## src/rtl/priority_encoder_hs.sv

```systemverilog
// Registered N-to-log2(N) priority encoder with pending-request queuing and valid/ready output.
// Define PRIORITY_ENCODER_RR_EN for round-robin arbitration; default is fixed lowest-index priority.
module priority_encoder_hs #(
    parameter int unsigned N = 4,
    parameter int unsigned W = $clog2(N)
) (
    input  logic         clk,
    input  logic         rst,
    input  logic [N-1:0] D,
    input  logic         D_valid,
    output logic [W-1:0] A,
    output logic         A_valid,
    input  logic         A_ready,
    output logic [N-1:0] pend,
    output logic         dup
);

    typedef enum logic {StIdle, StHold} state_e;

    state_e       state_q, state_d;
    logic [W-1:0] a_q, a_d;
    logic [N-1:0] pend_q, pend_d;
    logic         dup_q, dup_d;

    logic [N-1:0] req, merged, sel_oh;
    logic [W-1:0] sel;
    logic         a_valid, fire, load;

    assign a_valid = (state_q == StHold);
    assign req     = D & {N{D_valid}};
    assign merged  = pend_q | req;
    assign fire    = a_valid & A_ready;
    assign load    = ~a_valid | fire;

`ifdef PRIORITY_ENCODER_RR_EN
    logic [W-1:0] ptr_q, ptr_d;
    logic [W-1:0] sel_hi, sel_lo;
    logic         found_hi, found_lo;

    // Search upward from the pointer; fall back to the lowest set bit to model wrap-around.
    always_comb begin
        sel_hi   = '0;
        sel_lo   = '0;
        found_hi = 1'b0;
        found_lo = 1'b0;
        for (int unsigned i = 0; i < N; i++) begin
            if (merged[i] && !found_lo) begin
                found_lo = 1'b1;
                sel_lo   = W'(i);
            end
            if (merged[i] && !found_hi && (W'(i) >= ptr_q)) begin
                found_hi = 1'b1;
                sel_hi   = W'(i);
            end
        end
        sel = found_hi ? sel_hi : sel_lo;
    end

    always_comb begin
        ptr_d = ptr_q;
        if (load && (merged != '0)) begin
            ptr_d = (sel == W'(N - 1)) ? '0 : sel + 1'b1;
        end
    end

    always_ff @(posedge clk or posedge rst) begin
        if (rst) begin
            ptr_q <= '0;
        end else begin
            ptr_q <= ptr_d;
        end
    end
`else
    always_comb begin
        sel = '0;
        for (int i = N - 1; i >= 0; i--) begin
            if (merged[i]) begin
                sel = W'(i);
            end
        end
    end
`endif

    always_comb begin
        sel_oh      = '0;
        sel_oh[sel] = 1'b1;
    end

    always_comb begin
        state_d = state_q;
        a_d     = a_q;
        pend_d  = merged;
        dup_d   = |(req & pend_q);
        if (load) begin
            if (merged != '0) begin
                state_d = StHold;
                a_d     = sel;
                // A same-cycle request for the selected bit is consumed here, not left pending.
                pend_d  = merged & ~sel_oh;
            end else begin
                state_d = StIdle;
            end
        end
    end

    always_ff @(posedge clk or posedge rst) begin
        if (rst) begin
            state_q <= StIdle;
            a_q     <= '0;
            pend_q  <= '0;
            dup_q   <= 1'b0;
        end else begin
            state_q <= state_d;
            a_q     <= a_d;
            pend_q  <= pend_d;
            dup_q   <= dup_d;
        end
    end

    assign A       = a_q;
    assign A_valid = a_valid;
    assign pend    = pend_q;
    assign dup     = dup_q;

endmodule

```

## config.mk

```make
export PLATFORM = sky130hd
export DESIGN_NAME = priority_encoder_hs
export DESIGN_NICKNAME = d
export VERILOG_FILES = /design/src/rtl/priority_encoder_hs.sv
export SDC_FILE = /design/constraint.sdc
export NUM_CORES = 1
export LEC_CHECK = 0
export CAP_MARGIN = 25
export CORE_AREA = 2 2 39 41
export CTS_CLUSTER_SIZE = 16
export DETAILED_ROUTE_END_ITERATION = 10
export DIE_AREA = 0 0 41 43
export DONT_BUFFER_PORTS = 1
export PLACE_DENSITY = 0.41
export SLEW_MARGIN = 20
export SYNTH_ARGS = -nofsm -noshare
export SYNTH_HDL_FRONTEND = slang
export SYNTH_SLANG_ARGS = --single-unit
```

## constraint.sdc

```tcl
create_clock -name clk -period 0.95 [get_ports clk]
set_input_delay 0.095 -clock clk [delete_from_list [all_inputs] [get_ports clk]]
set_output_delay 0.095 -clock clk [all_outputs]
set_load 0.05 [all_outputs]
```

==> flow_summary_export.csv <==
group,metric,value,unit
logic_synthesis,syn_area,362,sq um
logic_synthesis,synthCells,35,
sta,report.final.hold_viol_count,0,
placement,routabilityCongestion,0.755,
grt,grt_pass1_wl,1.56,mm
sta,rsz0062_at_grt,"yes",
worst_setup_path,cp_max_fo,5,
final_layout,fill_cells,142,
clock_network,worstSkewPairLatency,0.26,ns
sta,tightest_slew,0.311,ns
clock_network,cts_buffers,3,
worst_setup_path,critPathArrivalTime,1.18,ns
grt,grt_use_total,13.5,%
die,die-area,1760,sq um
final_layout,post-route-util,44.9,%
placement,dp_cells,65,
die,start_util,26.1,%
final_layout,diodes,0,
route,vias_per_cell,5.01,
die,die_w,41,um
sta,fmaxAchievable,0.953,GHz
worst_setup_path,max_stage_delay,0.45,ns
sta,maxSlewViolCount,0,
route,drtPass1Iterations,3,
sta,period_minus_slack,1.05,ns
sta,worst_slack,-0.0998,ns
sta,finClkSkew,0.0107,ns
route,wl_per_cell,13.3,um
placement,dp_hpwl,702,um
route,vias,366,
final_layout,layout_commonest_cell,"buf_4",
worst_setup_path,r2r_slack,-0.1,ns
worst_setup_path,crit_chain,"o41ai_2 -> a22oi_1",
run_status,status,"complete, but fails checks",
sta,fin_tns_setup,-0.350,ns
clock_network,clockBufferDepth,2,
worst_setup_path,path_delay_family,"compound AO/OA/AOI/OAI gates",
power_and_ir_drop,p_leak,0.000280,uW
route,drc_errors,0,
clock_network,clkTransAtPathRegs,0.06,ns
clock_network,cts_tree,"built",
logic_synthesis,synth_fp_nets,43,
power_and_ir_drop,power.total,1260,uW
worst_setup_path,cp_num_buf_inv,0,
grt,grt_max_degree,9,
power_and_ir_drop,power.density,2020,nW/um^2
worst_setup_path,critPathLaunchType,"register",
route,drt_iter0_markers,6,
worst_setup_path,cp.required,1.08,ns
final_layout,fin_nets,66,
final_layout,final_cell_mix,"buf_4, buf_6, dfrtp_2",
grt,antenna_found_initial,0,
final_layout,drive_gt1_share,54.4,%
worst_setup_path,cp_slowest_cell,"dfrtp_2",
die,rows,14,
final_layout,ff_latch_area,206,sq um
final_layout,fin_cells,73,
logic_synthesis,yosysSeqAreaShare,55.4,%
power_and_ir_drop,ir_worst_vdd,0.855,mV
flow_run,drv_cap,0,
route,antenna_left,0,
final_layout,syn_to_final_growth,72.0,%
logic_synthesis,ys_ff_latch,8,
logic_synthesis,synth_cell_types,17,
sta,whs,0.0419,ns
sta,period_share,111,%
clock_network,root_buffer,"clkbuf_4",
worst_hold_path,hp-class,"input port to register",
sta,slew_headroom,79.2,%
run_status,violations,"negative setup slack",
logic_synthesis,yosys_warnings,0,
final_layout,multi_input_area,180,sq um
worst_setup_path,critPathKind,"register to register",
die,core,1380,sq um
grt,grt_pass1_vias,385,
placement,port_buffers,0,
logic_synthesis,avgSynthCellArea,10.3,sq um
worst_setup_path,end_kind,"register",
grt,globalRouteOverflowTotal,0,
sta,setup-violations-final,7,
die,fp.dieH,43,um
die,num_io_pins,16,
route,routed_wl,974,um
clock_network,cts.sinks,8,
clock_network,ctsHtreeMaxLevel,1,
kinds of logic (layout without fill, tap and decap cells):
group | after synthesis | count (layout) | synth area share, %
AOI/OAI and AO/OA | 16 | 16 | 31.5
buffers and inverters | 3 | 25 | 3.11
DFF | 8 | 8 | 55.4
and+or+nand+nor | 8 | 8 | 10.0
state kept, by name, indices dropped and copies added, names as in the netlist:
register	count
A	2
dup	1
pend	4
A_valid	1
cell usage after synthesis:
cell type	number	area (sq um)
inv_1	3	11.3
o21ai_1	1	5.00
o31ai_1	1	7.51
a21boi_0	1	7.51
a21o_1	1	7.51
nand2_1	2	7.51
o41ai_2	1	16.3
nor3_1	1	5.00
nand2b_1	1	6.26
a22oi_1	4	30.0
and3_1	1	6.26
o21a_1	1	7.51
nor2_1	3	11.3
a21oi_1	4	20.0
dfrtp_1	8	200
a21boi_1	1	7.51
o21ai_0	1	5.00
stage by stage:
| stage | cell area [sq um] | setup slack (ns) |
|---|---|---|
| floorplan | 375 | -0.192 |
| global placement | 500 | -0.0593 |
| detailed placement | 500 | -0.0853 |
| CTS | 591 | -0.0913 |
| global route | 622 | -0.162 |
| finish | 622 | -0.0998 |
cell type report:
class | instances | area share [%]
repair buffers | 18 | 28.6
clock buffers | 4 | 4.23
well taps | 16 | 3.22
multi-input cells | 24 | 29.0
flip-flops and latches | 8 | 33.2
inverters | 3 | 1.81
layer usage:
metal	global-route usage (%)	wire [um]
met1	14.1	347
met2	21.9	555
met3	6.28	71
met4	6.00	0
met5	0	0
path summary, 6_finish.rpt:
path / from / end / depth (start not counted)
max reg2reg: pend[2] / A[0] / 2
min in group asynchronous: rst / A[1] / 2
max in group asynchronous: rst / pend[0] / 2
min reg2reg: A[0] / A[0] / 2
max: pend[2] / A[0] / 2
min: D_valid / pend[3] / 2
power by group:
| group | switching, uW | internal [uW] | total, uW |
|---|---|---|---|
| clock | 127 | 161 | 289 |
| sequential | 54.6 | 395 | 449 |
| combinational | 291 | 230 | 520 |
timing repair:
| action | CTS | global route |
|---|---|---|
| setup endpoints to repair | 8 | 14 |
| resized for setup | 10 | 6 |
| hold endpoints to repair | 9 | 0 |
| setup buffers | 1 | 1 |
| hold buffers | 2 | 0 |
| pin swaps | 0 | 2 |
Power figures use the tool's default switching activity.
